[config.mk]
export PLATFORM = sky130hd
export DESIGN_NAME = rv_decode_stage
export DESIGN_NICKNAME = d
export VERILOG_FILES = /design/src/rtl/rv_decode_stage_pkg.sv /design/src/rtl/rv_decode_comb.sv /design/src/rtl/rv_decode_stage.sv
export SDC_FILE = /design/constraint.sdc
export NUM_CORES = 1
export LEC_CHECK = 0
export CAP_MARGIN = 30
export CORE_ASPECT_RATIO = 1.75
export CORE_MARGIN = 5
export CORE_UTILIZATION = 45
export CTS_CLUSTER_SIZE = 10
export DETAILED_ROUTE_END_ITERATION = 10
export HOLD_SLACK_MARGIN = 0.06
export PLACE_DENSITY_LB_ADDON = 0.08
export SYNTH_ARGS = -nofsm -noshare
export SYNTH_HDL_FRONTEND = slang
export SYNTH_HIERARCHICAL = 1
export SYNTH_SLANG_ARGS = --single-unit
[constraint.sdc]
create_clock -name clk -period 4.77 [get_ports clk]
set_input_delay 0.954 -clock clk [delete_from_list [all_inputs] [get_ports clk]]
set_output_delay 0.954 -clock clk [all_outputs]
set_load 0.01 [all_outputs]
[src/rtl/rv_decode_stage_pkg.sv]
// Shared decode types and constants for the decode stage and its combinational decoder.
package rv_decode_stage_pkg;

  localparam logic [6:0] OPC_LUI      = 7'b0110111;
  localparam logic [6:0] OPC_AUIPC    = 7'b0010111;
  localparam logic [6:0] OPC_JAL      = 7'b1101111;
  localparam logic [6:0] OPC_JALR     = 7'b1100111;
  localparam logic [6:0] OPC_BRANCH   = 7'b1100011;
  localparam logic [6:0] OPC_LOAD     = 7'b0000011;
  localparam logic [6:0] OPC_STORE    = 7'b0100011;
  localparam logic [6:0] OPC_OP_IMM   = 7'b0010011;
  localparam logic [6:0] OPC_OP       = 7'b0110011;
  localparam logic [6:0] OPC_MISC_MEM = 7'b0001111;
  localparam logic [6:0] OPC_SYSTEM   = 7'b1110011;

  localparam logic [6:0] F7_BASE = 7'b0000000;
  localparam logic [6:0] F7_ALT  = 7'b0100000;
  localparam logic [6:0] F7_MDIV = 7'b0000001;

  localparam logic [31:0] EXC_ILLEGAL    = 32'd2;
  localparam logic [31:0] EXC_BREAKPOINT = 32'd3;
  localparam logic [31:0] EXC_ECALL_M    = 32'd11;

  typedef enum logic [4:0] {
    ALU_ADD, ALU_SUB, ALU_SLL, ALU_SLT, ALU_SLTU, ALU_XOR, ALU_SRL, ALU_SRA,
    ALU_OR, ALU_AND, ALU_COPY_B,
    ALU_MUL, ALU_MULH, ALU_MULHSU, ALU_MULHU, ALU_DIV, ALU_DIVU, ALU_REM, ALU_REMU
  } alu_op_t;

  typedef enum logic [3:0] {
    MEM_NOP, MEM_LB, MEM_LH, MEM_LW, MEM_LBU, MEM_LHU, MEM_SB, MEM_SH, MEM_SW
  } mem_type_t;

  typedef enum logic [1:0] {CSR_NONE, CSR_RW, CSR_RS, CSR_RC} csr_op_t;

  typedef enum logic [1:0] {WB_ALU, WB_MEM, WB_PC4, WB_CSR} reg_data_t;

  typedef logic [1:0] dec_state_t;
  localparam logic [1:0] ST_RUN  = 2'd0;
  localparam logic [1:0] ST_HOLD = 2'd1;
  localparam logic [1:0] ST_WFI  = 2'd2;

  typedef struct packed {
    alu_op_t     alu_op;
    logic        alu_from_imm;
    logic        alu_from_pc;
    logic        reg_write;
    reg_data_t   reg_data;
    mem_type_t   mem_type;
    logic        branch;
    logic        jump;
    csr_op_t     csr_op;
    logic        csr_source;
    logic        trap_req;
    logic [31:0] exc_cause;
    logic        exc_ret;
    logic        is_wfi;
    logic        is_m;
  } dec_ctrl_t;

  // Base integer ALU operation selected by funct3.
  function automatic alu_op_t base_alu(input logic [2:0] f3);
    case (f3)
      3'b000:  return ALU_ADD;
      3'b001:  return ALU_SLL;
      3'b010:  return ALU_SLT;
      3'b011:  return ALU_SLTU;
      3'b100:  return ALU_XOR;
      3'b101:  return ALU_SRL;
      3'b110:  return ALU_OR;
      default: return ALU_AND;
    endcase
  endfunction

  // Multiply/divide operation selected by funct3.
  function automatic alu_op_t mdiv_alu(input logic [2:0] f3);
    case (f3)
      3'b000:  return ALU_MUL;
      3'b001:  return ALU_MULH;
      3'b010:  return ALU_MULHSU;
      3'b011:  return ALU_MULHU;
      3'b100:  return ALU_DIV;
      3'b101:  return ALU_DIVU;
      3'b110:  return ALU_REM;
      default: return ALU_REMU;
    endcase
  endfunction

endpackage

[src/rtl/rv_decode_comb.sv]
// Purely combinational instruction to control-word decoder.
module rv_decode_comb
  import rv_decode_stage_pkg::*;
#(
  parameter bit ENABLE_M   = 1'b0,
  parameter bit ENABLE_CSR = 1'b1
) (
  input  logic [31:0] instr,
  output dec_ctrl_t   ctrl_c
);

  logic [6:0]  opcode;
  logic [2:0]  f3;
  logic [6:0]  f7;
  logic [11:0] imm12;
  logic        illegal;
  logic        unused_reg_fields;

  assign opcode = instr[6:0];
  assign f3     = instr[14:12];
  assign f7     = instr[31:25];
  assign imm12  = instr[31:20];
  // Register indices are consumed by the register file, not by this decoder.
  assign unused_reg_fields = ^{instr[19:15], instr[11:7]};

  // Opcode decode; illegal encodings collapse to a bare trap control word.
  always_comb begin
    ctrl_c  = '0;
    illegal = 1'b0;
    case (opcode)
      OPC_LUI: begin
        ctrl_c.reg_write    = 1'b1;
        ctrl_c.alu_from_imm = 1'b1;
        ctrl_c.alu_op       = ALU_COPY_B;
      end
      OPC_AUIPC: begin
        ctrl_c.reg_write    = 1'b1;
        ctrl_c.alu_from_imm = 1'b1;
        ctrl_c.alu_from_pc  = 1'b1;
      end
      OPC_JAL, OPC_JALR: begin
        ctrl_c.jump         = 1'b1;
        ctrl_c.reg_write    = 1'b1;
        ctrl_c.reg_data     = WB_PC4;
        ctrl_c.alu_from_imm = 1'b1;
        ctrl_c.alu_from_pc  = (opcode == OPC_JAL);
      end
      OPC_BRANCH: begin
        ctrl_c.branch = 1'b1;
        ctrl_c.alu_op = ALU_SUB;
        illegal       = (f3 == 3'b010) || (f3 == 3'b011);
      end
      OPC_LOAD: begin
        ctrl_c.reg_write    = 1'b1;
        ctrl_c.reg_data     = WB_MEM;
        ctrl_c.alu_from_imm = 1'b1;
        case (f3)
          3'b000:  ctrl_c.mem_type = MEM_LB;
          3'b001:  ctrl_c.mem_type = MEM_LH;
          3'b010:  ctrl_c.mem_type = MEM_LW;
          3'b100:  ctrl_c.mem_type = MEM_LBU;
          3'b101:  ctrl_c.mem_type = MEM_LHU;
          default: illegal = 1'b1;
        endcase
      end
      OPC_STORE: begin
        ctrl_c.alu_from_imm = 1'b1;
        case (f3)
          3'b000:  ctrl_c.mem_type = MEM_SB;
          3'b001:  ctrl_c.mem_type = MEM_SH;
          3'b010:  ctrl_c.mem_type = MEM_SW;
          default: illegal = 1'b1;
        endcase
      end
      OPC_OP_IMM: begin
        ctrl_c.reg_write    = 1'b1;
        ctrl_c.alu_from_imm = 1'b1;
        ctrl_c.alu_op       = base_alu(f3);
        if (f3 == 3'b001) illegal = (f7 != F7_BASE);
        if (f3 == 3'b101) begin
          if (f7 == F7_ALT) ctrl_c.alu_op = ALU_SRA;
          else illegal = (f7 != F7_BASE);
        end
      end
      OPC_OP: begin
        ctrl_c.reg_write = 1'b1;
        if (f7 == F7_BASE) begin
          ctrl_c.alu_op = base_alu(f3);
        end else if (f7 == F7_ALT && f3 == 3'b000) begin
          ctrl_c.alu_op = ALU_SUB;
        end else if (f7 == F7_ALT && f3 == 3'b101) begin
          ctrl_c.alu_op = ALU_SRA;
        end else if (f7 == F7_MDIV && ENABLE_M) begin
          ctrl_c.is_m   = 1'b1;
          ctrl_c.alu_op = mdiv_alu(f3);
        end else begin
          illegal = 1'b1;
        end
      end
      OPC_MISC_MEM: ;
      OPC_SYSTEM: begin
        if (f3 == 3'b000) begin
          case (imm12)
            12'h000: begin
              ctrl_c.trap_req  = 1'b1;
              ctrl_c.exc_cause = EXC_ECALL_M;
            end
            12'h001: begin
              ctrl_c.trap_req  = 1'b1;
              ctrl_c.exc_cause = EXC_BREAKPOINT;
            end
            12'h302: ctrl_c.exc_ret = 1'b1;
            12'h105: ctrl_c.is_wfi  = 1'b1;
            default: illegal = 1'b1;
          endcase
        end else if (f3 == 3'b100 || !ENABLE_CSR) begin
          illegal = 1'b1;
        end else begin
          ctrl_c.reg_write  = 1'b1;
          ctrl_c.reg_data   = WB_CSR;
          ctrl_c.csr_source = f3[2];
          ctrl_c.csr_op     = csr_op_t'(f3[1:0]);
        end
      end
      default: illegal = 1'b1;
    endcase
    if (illegal) begin
      ctrl_c           = '0;
      ctrl_c.trap_req  = 1'b1;
      ctrl_c.exc_cause = EXC_ILLEGAL;
    end
  end

endmodule

[src/rtl/rv_decode_stage.sv]
// Registered decode stage: decoder feeding a 2-entry skid buffer with issue hold FSM.
module rv_decode_stage
  import rv_decode_stage_pkg::*;
#(
  parameter int unsigned XLEN       = 32,
  parameter bit          ENABLE_M   = 1'b0,
  parameter bit          ENABLE_CSR = 1'b1,
  parameter int unsigned CNT_W      = 32
) (
  input  logic             clk,
  input  logic             rst_n,
  input  logic             in_valid,
  output logic             in_ready,
  input  logic [31:0]      in_instr,
  input  logic [XLEN-1:0]  in_pc,
  output logic             dec_valid,
  input  logic             dec_ready,
  output dec_ctrl_t        dec_ctrl,
  output logic [31:0]      dec_instr,
  output logic [XLEN-1:0]  dec_pc,
  output logic [XLEN-1:0]  dec_tval,
  input  logic             flush,
  input  logic             irq_pending,
  output logic [CNT_W-1:0] dec_count
);

  typedef struct packed {
    dec_ctrl_t       ctrl;
    logic [31:0]     instr;
    logic [XLEN-1:0] pc;
    logic [XLEN-1:0] tval;
  } entry_t;

  dec_ctrl_t  dec_c;
  entry_t     new_entry;
  entry_t     head_q, head_n, skid_q, skid_n;
  logic       head_v_q, head_v_n, skid_v_q, skid_v_n;
  dec_state_t state_q, state_n;
  logic       in_ready_n, dec_valid_n;
  logic       in_hs, dec_hs;

  rv_decode_comb #(
    .ENABLE_M   (ENABLE_M),
    .ENABLE_CSR (ENABLE_CSR)
  ) u_decode (
    .instr  (in_instr),
    .ctrl_c (dec_c)
  );

  assign in_hs  = in_valid && in_ready;
  assign dec_hs = dec_valid && dec_ready;

  assign new_entry = '{
    ctrl:  dec_c,
    instr: in_instr,
    pc:    in_pc,
    tval:  (dec_c.trap_req && dec_c.exc_cause == EXC_ILLEGAL) ? XLEN'(in_instr) : '0
  };

  assign dec_ctrl  = head_q.ctrl;
  assign dec_instr = head_q.instr;
  assign dec_pc    = head_q.pc;
  assign dec_tval  = head_q.tval;

  // Next-state: buffer pop/push in RUN, wake from WFI, flush overrides everything.
  always_comb begin
    head_n   = head_q;
    skid_n   = skid_q;
    head_v_n = head_v_q;
    skid_v_n = skid_v_q;
    state_n  = state_q;
    if (flush) begin
      head_v_n = 1'b0;
      skid_v_n = 1'b0;
      state_n  = ST_RUN;
    end else begin
      case (state_q)
        ST_RUN: begin
          if (dec_hs) begin
            if (head_q.ctrl.trap_req || head_q.ctrl.exc_ret) state_n = ST_HOLD;
            else if (head_q.ctrl.is_wfi)                     state_n = ST_WFI;
            head_n   = skid_q;
            head_v_n = skid_v_q;
            skid_v_n = 1'b0;
          end
          if (in_hs) begin
            if (!head_v_n) begin
              head_n   = new_entry;
              head_v_n = 1'b1;
            end else begin
              skid_n   = new_entry;
              skid_v_n = 1'b1;
            end
          end
        end
        ST_WFI:  if (irq_pending) state_n = ST_RUN;
        default: ;
      endcase
    end
    in_ready_n  = !skid_v_n && (state_n == ST_RUN);
    dec_valid_n = head_v_n && (state_n == ST_RUN);
  end

  // State, buffer, handshake flags and handshake counter.
  always_ff @(posedge clk) begin
    if (!rst_n) begin
      head_q    <= '0;
      skid_q    <= '0;
      head_v_q  <= 1'b0;
      skid_v_q  <= 1'b0;
      state_q   <= ST_RUN;
      in_ready  <= 1'b0;
      dec_valid <= 1'b0;
      dec_count <= '0;
    end else begin
      head_q    <= head_n;
      skid_q    <= skid_n;
      head_v_q  <= head_v_n;
      skid_v_q  <= skid_v_n;
      state_q   <= state_n;
      in_ready  <= in_ready_n;
      dec_valid <= dec_valid_n;
      dec_count <= dec_count + CNT_W'(dec_hs);
    end
  end

endmodule

Yosys cells after proc, flatten, opt, wreduce, memory -nomap -nowiden
Cells that the tools add are included.
Widths: inputs -> output; s select.
{"block": "op_classes", "add_sub_neg": 1, "n_eq_ne": 23, "muxes": 59, "n_bitwise": 1, "reduce_logical": 25}
{"cell": "$mux 151", "n": 3}
{"cell": "$pmux 33 s2", "n": 1}
{"cell": "$mux 55", "n": 1}
{"cell": "$mux 38", "n": 1}
{"cell": "$mux 35", "n": 1}
{"cell": "$add 32x1->32", "n": 1}
{"cell": "$eq 32x2->1 const B", "n": 1}
{"cell": "$mux 32", "n": 1}
{"cell": "$eq 7x6->1 const B", "n": 4}
{"cell": "$eq 7x7->1 const B", "n": 4}
{"cell": "$pmux 4 s7", "n": 1}
{"cell": "$mux 1", "n": 27}
{"cell": "$mux 5", "n": 4}
{"cell": "$pmux 5 s4", "n": 1}
{"cell": "$mux 3", "n": 5}
{"cell": "$pmux 3 s5", "n": 1}
{"cell": "$eq 7x5->1 const B", "n": 2}
{"cell": "$reduce_or 7->1", "n": 2}
{"cell": "$eq 12x1->1 const B", "n": 1}
{"cell": "$eq 12x10->1 const B", "n": 1}
{"cell": "$eq 12x9->1 const B", "n": 1}
{"cell": "$logic_not 12->1", "n": 1}
{"cell": "$pmux 4 s3", "n": 1}
{"cell": "$mux 2", "n": 5}
{"cell": "25 further kinds", "n": 38}
{"block": "word_totals", "register_bits": 340, "word_cells": 151}

Longest topological paths before layout
Gate-level depths: netlist of the first run.
{"block": "logic_depth", "word_depth": 12, "ltp_mapped": 13, "ltp_nobuf": 9}

Cells and area by module
Netlist of the first run, hierarchy kept.
{"mod": "rv_decode_stage", "n_inst": 1, "cells_each": 1619, "area_per_inst_um2": 13046.3, "seq_area_each_um2": 6806.5}
{"mod": "rv_decode_comb", "n_inst": 1, "cells_each": 156, "area_per_inst_um2": 1009.7, "seq_area_each_um2": 0.0}

Worst setup path before layout of the first run
No wires, ideal clock.
{"block": "synth_path", "path_type": "input to register", "from": "input port in_instr[14]", "to": "register head_q (netlist bit dec_tval[10])", "setup_time_ps": 74, "arrival_ps": 3610, "path_slack_ps": 1085, "path_stages": 12, "path_cell_list": "buf_2 -> or3_1 -> nor3_1 -> o41ai_2 -> o32ai_2 -> or3b_1 -> buf_4 -> nor4bb_1 -> nand4_1 -> or4_1 -> clkbuf_1 -> o21ai_0"}
{"item": "start, declared", "line": "rv_decode_stage.sv:14", "rtl": "input logic [31:0] in_instr,"}
{"item": "end signal, assigned", "line": "rv_decode_stage.sv:116", "rtl": "head_q <= head_n;"}
{"item": "end, declared", "line": "rv_decode_stage.sv:36", "rtl": "entry_t head_q, head_n, skid_q, skid_n;"}

==> results of run 1 <==
## power by group
part           switching, W  total [W]  internal (W)
combinational      0.000328   0.000571      0.000243
sequential        0.0000355    0.00294       0.00291
clock               0.00109    0.00253       0.00144
total               0.00145    0.00604       0.00459
## area by class of cell
class                      count  area [µm²]  share of cell area
antenna                        1        2.50            0.000140
tap                          391         489              0.0274
timing repair buffer         301        2980               0.167
sequential                   340        6810               0.381
clock inverter                 1        8.76            0.000491
multi-input combinational   1245        6420               0.360
inverter                      45         171             0.00960
clock buffer                  39         976              0.0547
## worst max-delay path by stage
stage | from | end | slack, ns | cells after the start
2_1_floorplan | in_instr[14] | dec_tval[10] | 1.09 | 12
3_3_place_gp | in_instr[13] | dec_tval[8] | 0.26 | 11
3_5_place_dp | in_instr[13] | dec_tval[4] | 0.10 | 11
4_1_cts | in_instr[13] | dec_tval[4] | 0.63 | 11
5_1_grt | in_instr[12] | dec_tval[2] | 0.38 | 11
6_report | in_instr[13] | dec_tval[4] | 0.61 | 11
## flip-flops by register name, summed over array words and instances, names as in the netlist, 2 cells and up
| register | cells |
|---|---|
| dec_instr | 32 |
| dec_pc | 32 |
| dec_tval | 32 |
| dec_count | 32 |
| dec_ctrl | 55 |
| state_q | 2 |
| skid_q | 151 |
## cell families after synthesis
family                     count (synthesis)  share of synthesized area
AOI/OAI and AO/OA                        543                      0.233
other                                      1                   0.000267
adders and majority gates                  2                    0.00178
and+or+nand+nor                          653                      0.201
muxes                                      1                   0.000801
buffers and inverters                    220                     0.0701
xor gates and xnor gates                  15                    0.00935
DFF                                      340                      0.484
## stage by stage
step | hold slack [ns] | instances
final | 0.452 | 2363
after CTS | 0.454 | 2362
after detailed placement | 0.447 | 2322
after global routing | 0.468 | 2363
after floorplan | 0.434 | 1805
after global placement | 0.442 | 2321
## metal layers
metal,track usage,vias to the layer above
li1,-,6485
met1,0.280,6271
met2,0.435,352
met3,0.0430,80
met4,0.0978,0
met5,0,-
## worst max-delay path, stage by stage
cell and delay [ns]:
sky130_fd_sc_hd__clkdlybuf4s50_1 0.67, sky130_fd_sc_hd__clkinv_1 0.31, sky130_fd_sc_hd__nand3_1 0.15, sky130_fd_sc_hd__a21oi_1 0.10, sky130_fd_sc_hd__o311ai_2 0.58, sky130_fd_sc_hd__or3b_1 0.34
sky130_fd_sc_hd__nor4bb_1 0.30, sky130_fd_sc_hd__nand4_1 0.23, sky130_fd_sc_hd__or4_1 0.57, sky130_fd_sc_hd__buf_4 0.23, sky130_fd_sc_hd__o21ai_0 0.17
## cell usage in the layout, fill, tap and decap left out, types with 3 or more instances in the layout
| master | count |
|---|---|
| sky130_fd_sc_hd__a31oi_1 | 119 |
| sky130_fd_sc_hd__nand3_1 | 17 |
| sky130_fd_sc_hd__a21oi_1 | 152 |
| sky130_fd_sc_hd__o31ai_1 | 12 |
| sky130_fd_sc_hd__a32oi_1 | 32 |
| sky130_fd_sc_hd__nand2b_1 | 9 |
| sky130_fd_sc_hd__nor3_1 | 16 |
| sky130_fd_sc_hd__nor4_1 | 10 |
| sky130_fd_sc_hd__nand2_1 | 499 |
| sky130_fd_sc_hd__buf_12 | 5 |
| sky130_fd_sc_hd__o21ai_0 | 165 |
| sky130_fd_sc_hd__clkbuf_16 | 39 |
| sky130_fd_sc_hd__conb_1 | 31 |
| sky130_fd_sc_hd__o21a_1 | 3 |
| sky130_fd_sc_hd__and3b_1 | 3 |
| sky130_fd_sc_hd__nor2_1 | 28 |
| sky130_fd_sc_hd__buf_4 | 42 |
| sky130_fd_sc_hd__xnor2_1 | 9 |
| sky130_fd_sc_hd__a22o_1 | 32 |
| sky130_fd_sc_hd__inv_1 | 43 |
| sky130_fd_sc_hd__o311ai_0 | 4 |
| sky130_fd_sc_hd__and4_1 | 4 |
| sky130_fd_sc_hd__xor2_1 | 6 |
| sky130_fd_sc_hd__dfxtp_1 | 340 |
| sky130_fd_sc_hd__or3_1 | 8 |
| sky130_fd_sc_hd__nand4_1 | 9 |
| sky130_fd_sc_hd__or4_1 | 15 |
| sky130_fd_sc_hd__clkdlybuf4s50_1 | 253 |
| sky130_fd_sc_hd__o41ai_1 | 3 |
| sky130_fd_sc_hd__and2_1 | 4 |
==> results.md, run 1 <==
- DR WL met3: 2410 µm
- Post-DP Area: around 17000 µm²
- Worst setup path class: in2reg
- Number of buffers added on ports: 254
- Top routing layer used: met4
- Required @ worst endpoint: 5.22 ns
- Layout Cell Area excl Fill: between 15000 and 20000 µm²
- Async SR Flop Fraction: 0
- Routed Antenna Nets: 0
- P_leak: ~6 nW
- Vias in the first global route: 12.7k
- Final wirelength: roughly 44000 µm
- Setup slack at placement: between 0.1 and 0.15 ns
- Number of nets in the finished design: approximately 2.0k
- Metal-1 WL: around 17000 µm
- Height of the die: about 240 µm
- TritonCTS clock tree: done
- Synth Flop Type: sky130_fd_sc_hd__dfxtp_1
- Cell with the most instances after synthesis: sky130_fd_sc_hd__nand2_1
- Worst path setup slack after routing: slightly above 0.6 ns
- Starting utilization of the core area: 0.456
- Post-CTS setup buffer count: 0
- Initial antenna violation count: 1
- Synthesized netlist cell count: 1775
- First-pass detailed-route iteration total: 5
- Post-cts gate resize count: 0
- Reported max-cap violation count: 0
- Post-synthesis instance area: 14100 µm²
- Flop2flop setup slack: ~2.0 ns
- Max rail drop VDD: 0.303 mV
- DRT iter0 DRCs: around 780
- Number of cell instances on the worst register-to-register path: 8
- Worst-Margin Slew: between 0.9 and 1 ns
- Sort of element at the start of the critical path: primary input
- Clock latency on the worst-skew pair: roughly 0.53 ns
- Power density over cell area: roughly 340 nW/µm²
- WL met2: around 23000 µm
- Synth cell count leaders: sky130_fd_sc_hd__nand2_1, sky130_fd_sc_hd__dfxtp_1, sky130_fd_sc_hd__o21ai_0, sky130_fd_sc_hd__a21oi_1, sky130_fd_sc_hd__clkbuf_1
- Fraction of layout instances using a drive strength above 1: 0.0578
- Final critical delay including setup and external delays: around 4.2 ns
- Core box area: a little over 30000 µm²
- Number of pins with negative max-slew slack in the final report: 0
- Core Rows: between 80 and 90
- FF-to-FF End: dec_count[14]
- Final period util: 0.873
- Clock Sink Count: 340
- Post-detailed-route DRC marker count: 0
- Relative area change from synthesis to final layout: 27.0%
- Number of cells traversed by the worst hold path: 2
- RSZ-0062 raised after global routing: false
- Global placer's final weighted congestion: roughly 0.91
- Overall power consumption: 0.00604 W
- Ports: 255
- Worst Clk Skew: around 0.024 ns
- Total global routing track utilization: 0.242
- Cell type contributing the most total cell area after synthesis: sky130_fd_sc_hd__dfxtp_1
- CP max FO: 21
- Die width: 144 µm
- Worst path arrival time: ~4.6 ns
- Final HPWL from detailed placement: 28700 µm
- Buffers from clock root to sink, at most: 3
- Final setup violation count: 0
- CP endpoint kind: register
- Worst flop-to-flop path startpoint: dec_valid
- Fill cell instance count of the final layout: between 2k and 3k
- Sequential-to-total area share from yosys stat: 0.484
- Worst slew margin relative to its limit: 0.376
- Yosys warnings: 6
- Run status: complete, no violations
- Final core area utilization: 0.579
- Number of vias in the routed layout: about 13k
- Clock root buffer master: sky130_fd_sc_hd__clkbuf_16
- GRT overflow: 0
- Die area: between 30000 and 40000 µm²
- Register clock-pin slew on the reported worst setup and hold paths: approximately 0.050 ns
- Maximum number of pins on one net before global-route repair: 73
- Fraction of post-synthesis cell area in the top cell type by area: 0.484
- Total clock buffers created by CTS: 39
- Sum Neg Setup Slack: 0 ns
- CTS Hold Buffers Added: 0
- FF+latch count, synth: between 300 and 400
- CTS H-tree lvls: 2
- Post-synth EDFFs: 0
- Mapped Avg Cell Area: ~7.9 µm²
- Endpoint of the worst hold-timing path: skid_q[96]
- Ranking of synthesized cells by area: sky130_fd_sc_hd__dfxtp_1, sky130_fd_sc_hd__nand2_1, sky130_fd_sc_hd__o21ai_0
- Hold violation count in the final report: 0
- DR vias/cell: roughly 5.6
- Hold wc startpoint: skid_q[96]
- Detailed-route wire length per cell: 18.5 µm
- Distinct cell type count of the synthesized netlist: 68
- First-pass GRT wire length: slightly below 70000 µm
- Worst min-delay path category: reg2reg
- Max Fclk: 0.240 GHz
Note: power is estimated with default switching activity, not from simulation.
==> inputs of run 2 (changes only) <==
Settings changed: ABC_CLOCK_PERIOD_IN_PS set to 4770.
==> results of run 2 <==
Same layout as run 1: the final DEF is identical, and so are final timing and power.
